--- src/rtl/hex_scan_pkg.sv ---
// rtl/hex_scan_pkg.sv - shared types and constants for the hex digit scan controller
// Contents: FSM state enum, blank segment code, digit count, the sixteen
// active-low segment codes (bit0 = a .. bit6 = g) and a leading-digit helper.
package hex_scan_pkg;

   typedef enum logic [1:0] {
      ST_IDLE    = 2'd0,
      ST_CAPTURE = 2'd1,
      ST_SCAN    = 2'd2
   } state_t;

   localparam logic [6:0] SEG_BLANK = 7'h7F;
   localparam int         DIGITS    = 4;

   localparam logic [6:0] SEG_0 = 7'h40;
   localparam logic [6:0] SEG_1 = 7'h79;
   localparam logic [6:0] SEG_2 = 7'h24;
   localparam logic [6:0] SEG_3 = 7'h30;
   localparam logic [6:0] SEG_4 = 7'h19;
   localparam logic [6:0] SEG_5 = 7'h12;
   localparam logic [6:0] SEG_6 = 7'h02;
   localparam logic [6:0] SEG_7 = 7'h78;
   localparam logic [6:0] SEG_8 = 7'h00;
   localparam logic [6:0] SEG_9 = 7'h10;
   localparam logic [6:0] SEG_A = 7'h08;
   localparam logic [6:0] SEG_B = 7'h03;
   localparam logic [6:0] SEG_C = 7'h46;
   localparam logic [6:0] SEG_D = 7'h21;
   localparam logic [6:0] SEG_E = 7'h06;
   localparam logic [6:0] SEG_F = 7'h0E;

   // Index of the most significant nonzero nibble; an all-zero value reports
   // digit 0 so that a lone "0" stays visible when leading blanking is on.
   function automatic logic [1:0] top_digit(input logic [15:0] v);
      logic [1:0] top;
      top = 2'd0;
      if (v[7:4]   != 4'h0) top = 2'd1;
      if (v[11:8]  != 4'h0) top = 2'd2;
      if (v[15:12] != 4'h0) top = 2'd3;
      return top;
   endfunction

endpackage

--- src/rtl/hex7seg_dec.sv ---
// rtl/hex7seg_dec.sv - combinational nibble to active-low seven-segment decoder
// Ports: nibble (in, 4) hex digit; seg (out, 7) active-low code, bit0 = a.
module hex7seg_dec
   import hex_scan_pkg::*;
(
   input  logic [3:0] nibble,
   output logic [6:0] seg
);

   always_comb begin
      seg = SEG_BLANK;
      case (nibble)
         4'h0: seg = SEG_0;
         4'h1: seg = SEG_1;
         4'h2: seg = SEG_2;
         4'h3: seg = SEG_3;
         4'h4: seg = SEG_4;
         4'h5: seg = SEG_5;
         4'h6: seg = SEG_6;
         4'h7: seg = SEG_7;
         4'h8: seg = SEG_8;
         4'h9: seg = SEG_9;
         4'hA: seg = SEG_A;
         4'hB: seg = SEG_B;
         4'hC: seg = SEG_C;
         4'hD: seg = SEG_D;
         4'hE: seg = SEG_E;
         4'hF: seg = SEG_F;
         default: seg = SEG_BLANK;
      endcase
   end

endmodule

--- src/rtl/hex_scan_ctrl.sv ---
// rtl/hex_scan_ctrl.sv - loads a 16-bit value and scans it digit by digit onto four 7-seg outputs
// Parameter: SCAN_DIV (1..65535) clock cycles per digit slot.
// Ports: CLOCK_50 clock; Reset async active-high; load_valid/load_data/load_ready
// value handshake; busy high while capturing/scanning; HEX0..HEX3 registered
// active-low segment codes (HEX0 = load_data[3:0]).
// Build option: HEX_SCAN_BLANK_EN blanks digits above the leading nonzero nibble.
module hex_scan_ctrl
   import hex_scan_pkg::*;
#(
   parameter int SCAN_DIV = 50
)(
   input  logic        CLOCK_50,
   input  logic        Reset,
   input  logic        load_valid,
   input  logic [15:0] load_data,
   output logic        load_ready,
   output logic        busy,
   output logic [6:0]  HEX0,
   output logic [6:0]  HEX1,
   output logic [6:0]  HEX2,
   output logic [6:0]  HEX3
);

   localparam logic [15:0] CNT_LAST = 16'(SCAN_DIV - 1);

   state_t      state, state_nxt;
   logic [1:0]  idx;
   logic [15:0] cnt;
   logic [15:0] value;
   logic [6:0]  hex_q [DIGITS];
   logic [3:0]  nibble;
   logic [6:0]  seg;
   logic [6:0]  digit_code;
   logic        slot_end;

   assign load_ready = (state == ST_IDLE) && !Reset;
   assign busy       = (state != ST_IDLE);

   assign nibble   = value[{idx, 2'b00} +: 4];
   assign slot_end = (state == ST_SCAN) && (cnt == CNT_LAST);

   hex7seg_dec u_dec (
      .nibble (nibble),
      .seg    (seg)
   );

`ifdef HEX_SCAN_BLANK_EN
   assign digit_code = (idx > top_digit(value)) ? SEG_BLANK : seg;
`else
   assign digit_code = seg;
`endif

   always_ff @(posedge CLOCK_50 or posedge Reset) begin
      if (Reset) state <= ST_IDLE;
      else       state <= state_nxt;
   end

   always_comb begin
      state_nxt = state;
      case (state)
         ST_IDLE:    if (load_valid) state_nxt = ST_CAPTURE;
         ST_CAPTURE: state_nxt = ST_SCAN;
         ST_SCAN:    if (slot_end && (idx == 2'd3)) state_nxt = ST_IDLE;
         default:    state_nxt = ST_IDLE;
      endcase
   end

   always_ff @(posedge CLOCK_50 or posedge Reset) begin
      if (Reset) begin
         idx   <= 2'd0;
         cnt   <= 16'd0;
         value <= 16'h0000;
         for (int i = 0; i < DIGITS; i++) hex_q[i] <= SEG_BLANK;
      end else begin
         case (state)
            ST_IDLE: begin
               if (load_valid) value <= load_data;
            end
            ST_CAPTURE: begin
               idx <= 2'd0;
               cnt <= 16'd0;
            end
            ST_SCAN: begin
               if (slot_end) begin
                  hex_q[idx] <= digit_code;
                  cnt        <= 16'd0;
                  idx        <= idx + 2'd1;   // wraps 3 -> 0 on the final digit
               end else begin
                  cnt <= cnt + 16'd1;
               end
            end
            default: ;
         endcase
      end
   end

   assign HEX0 = hex_q[0];
   assign HEX1 = hex_q[1];
   assign HEX2 = hex_q[2];
   assign HEX3 = hex_q[3];

endmodule

--- config.mk ---
export PLATFORM = sky130hd
export DESIGN_NAME = hex_scan_ctrl
export DESIGN_NICKNAME = d
export VERILOG_FILES = /design/src/rtl/hex_scan_pkg.sv /design/src/rtl/hex7seg_dec.sv /design/src/rtl/hex_scan_ctrl.sv
export SDC_FILE = /design/constraint.sdc
export NUM_CORES = 1
export LEC_CHECK = 0
export CAP_MARGIN = 40
export CELL_PAD_IN_SITES_DETAIL_PLACEMENT = 0
export CELL_PAD_IN_SITES_GLOBAL_PLACEMENT = 2
export CORE_MARGIN = 1
export CORE_UTILIZATION = 37
export CTS_BUF_LIST = sky130_fd_sc_hd__clkbuf_16
export CTS_CLUSTER_SIZE = 8
export DETAILED_ROUTE_END_ITERATION = 16
export PLACE_DENSITY_LB_ADDON = 0.2
export SETUP_SLACK_MARGIN = 0.1
export SLEW_MARGIN = 20
export SYNTH_ARGS = -nofsm -noshare
export SYNTH_HDL_FRONTEND = slang
export SYNTH_SLANG_ARGS = --single-unit
--- constraint.sdc ---
create_clock -name CLOCK_50 -period 6.8 [get_ports CLOCK_50]
set_input_delay 1.36 -clock CLOCK_50 [delete_from_list [all_inputs] [get_ports CLOCK_50]]
set_output_delay 1.36 -clock CLOCK_50 [all_outputs]
set_load 0.02 [all_outputs]
==> reports/metrics.cfg <==
[outcome]
outcome = completed

[floorplanning]
die_w_um = 95.1
fp-row-count = 33
initial_core_util = 0.386
coreArea_um2 = 8300
die_y_um = 95.1
die_area_um2 = 9040
ios = 49

[drt]
routed_via_density = 4.85
routed_wl_mm = 6.33
firstDrtPassIters = 4
num_vias = 2228
avgRoutedWirePerCell_um = 13.8
route.detailed.drc = 0
ant_nets = 0
drt_iter0_markers = 88

[global_route]
grt.overflow.total = 0
grtUsageTotal = 0.158
grt_pass1_wl_mm = 10.7
first_global_vias = 2141
grt_max_degree = 65
grt_antenna_before_repair = 0

[setup_path]
timing.rr.start = state[0]$_DFFE_PP0P_
crit_start = Reset
critPathKind = in -> out
cp-end-kind = output pin
crit_path_start_kind = input port
arrival_ps = 2500
crit_fanout = 2
cp_data_required_time_ps = 5440

[cts]
clock-root-buffer = clkbuf_16
cts_hold_buf = 0
post_cts_buffers = 0
htree_levels = 3
cts_tree = built
cts.sinks = 64
cts-resized-gates = 0
clk-insertion-delay-late_ps = 330
cts_buffer_depth = 2
cts.clk_slew.worst_paths_ps = 50
cts_buffers = 9

[timing]
min_period_over_period = 0.568
skew_ps = 10.1
rsz0062_at_grt = no
hold_viol = 0
slew_headroom = 0.449
setup-tns-final_ps = 0
tightest_slew_ps = 821
fin_crit_ps = 3860
slew_violations = 0
setup_viol = 0
max_freq_mhz = 259

[synth]
yosys.area.top_type_share = 0.281
syn_inst = 300
synth_edf_count = 0
netlist_area_um2 = 3210
ys_ff_latch = 64
synth.area.top_cells = dfrtp_1 28%, dfstp_2 23%, mux2_2 7.0%, ha_1 6.2%, nand2_1 5.2%
synth_warnings = 0
synth_area_leader_cell = dfrtp_1
syn_nets = 335
seq_area_frac_synth = 0.511
synth_cell_types = 39
synth.avg_cell_area_um2 = 10.7
synth-main-ff-cell = dfrtp_1
synthArstFlopShare = 1.00

[cells_and_area]
area_growth_pct = 27.8
drive_above_1_share = 0.206
layout_commonest_cell = clkdlybuf4s50_1
final_cell_mix = 48 x clkdlybuf4s50_1, 44 x nand2_1, 36 x dfrtp_1, 31 x o21ai_0, 28 x dfstp_2
nFillCells = 783
multiInputGateArea_um2 = 1460
final_nets = 384
diodes = 0
ff_latch_area_um2 = 1640

[placement]
port_buffers = 48
place_congestion = 0.735
hpwl_mm = 4.44

[min_path]
worstHoldStart = HEX1[3]$_DFFE_PP1P_
min_path_type = reg -> reg

[power_and_ir_drop]
ir_drop_uv = 168
total_power_uw = 1390
power.density_nw_per_um2 = 338
leakagePower_uw = 0.00161

[run]
maxCapViolations = 0

report_power, final:
group          switching, uW  total [uW]  internal (uW)
combinational            250         447            197
sequential              46.0         487            441
clock                    169         452            283
total                    464        1390            921
stage by stage:
step / instance area [um2] / worst slack [ps] / utilization / hold slack, ps / cells
after floorplan: 3210 / 3800 / - / 474 / 300
after global placement: 3770 / 2950 / 0.455 / 467 / 442
after detailed placement: 3770 / 2940 / 0.455 / 473 / 442
after CTS: 4070 / 2940 / 0.490 / 481 / 458
after global routing: 4100 / 2900 / 0.494 / 494 / 459
final: 4100 / 2940 / 0.494 / 476 / 459
final timing paths:
| path | end | slack, ps | cells after the start |
|---|---|---|---|
| min | HEX1[3]$_DFFE_PP1P_ | 480 | 2 |
| max in group asynchronous | HEX1[6]$_DFFE_PP1P_ | 4910 | 4 |
| max reg2reg | state[1]$_DFFE_PP0P_ | 3760 | 7 |
| max | load_ready | 2940 | 3 |
| min in group asynchronous | cnt[3]$_DFFE_PP0P_ | 1350 | 3 |
| min reg2reg | HEX1[3]$_DFFE_PP1P_ | 480 | 2 |
cell usage after synthesis, types with 8 or more instances:
cell / number
inv_1: 14
dfstp_2: 28
o21ai_0: 31
nand3_1: 9
mux2_2: 20
xnor2_1: 11
clkbuf_1: 8
ha_1: 16
nor2_1: 19
a21oi_1: 8
dfrtp_1: 36
nand2_1: 44
cell type report:
| type | instances | area share |
|---|---|---|
| clock buffer | 9 | 0.0550 |
| clock inverter | 7 | 0.0174 |
| timing repair buffer | 50 | 0.126 |
| tap | 105 | 0.0321 |
| multi-input combinational | 210 | 0.357 |
| inverter | 14 | 0.0128 |
| sequential | 64 | 0.400 |
state kept, by name, summed over array words and instances (netlist names):
register,count
HEX3,7
idx,2
value,16
HEX2,7
HEX0,7
state,2
HEX1,7
cnt,16
cells by family after synthesis:
family,synth area share
xor+xnor,0.0492
mux,0.105
compound gates,0.0902
buf+inv,0.0328
simple gates,0.150
fa+ha+maj,0.0625
flops,0.511
routing by layer:
layer	global-route usage	vias up	wire [um]
li1	-	1136	-
met1	0.222	1034	3250
met2	0.229	49	2740
met3	0.0447	9	249
met4	0.0606	0	89
met5	0	-	0
critical path: stages:
cell and delay (ps):
clkdlybuf4s50_1 430, nor2_1 100, clkdlybuf4s50_1 620
Power figures use the tool's default switching activity.
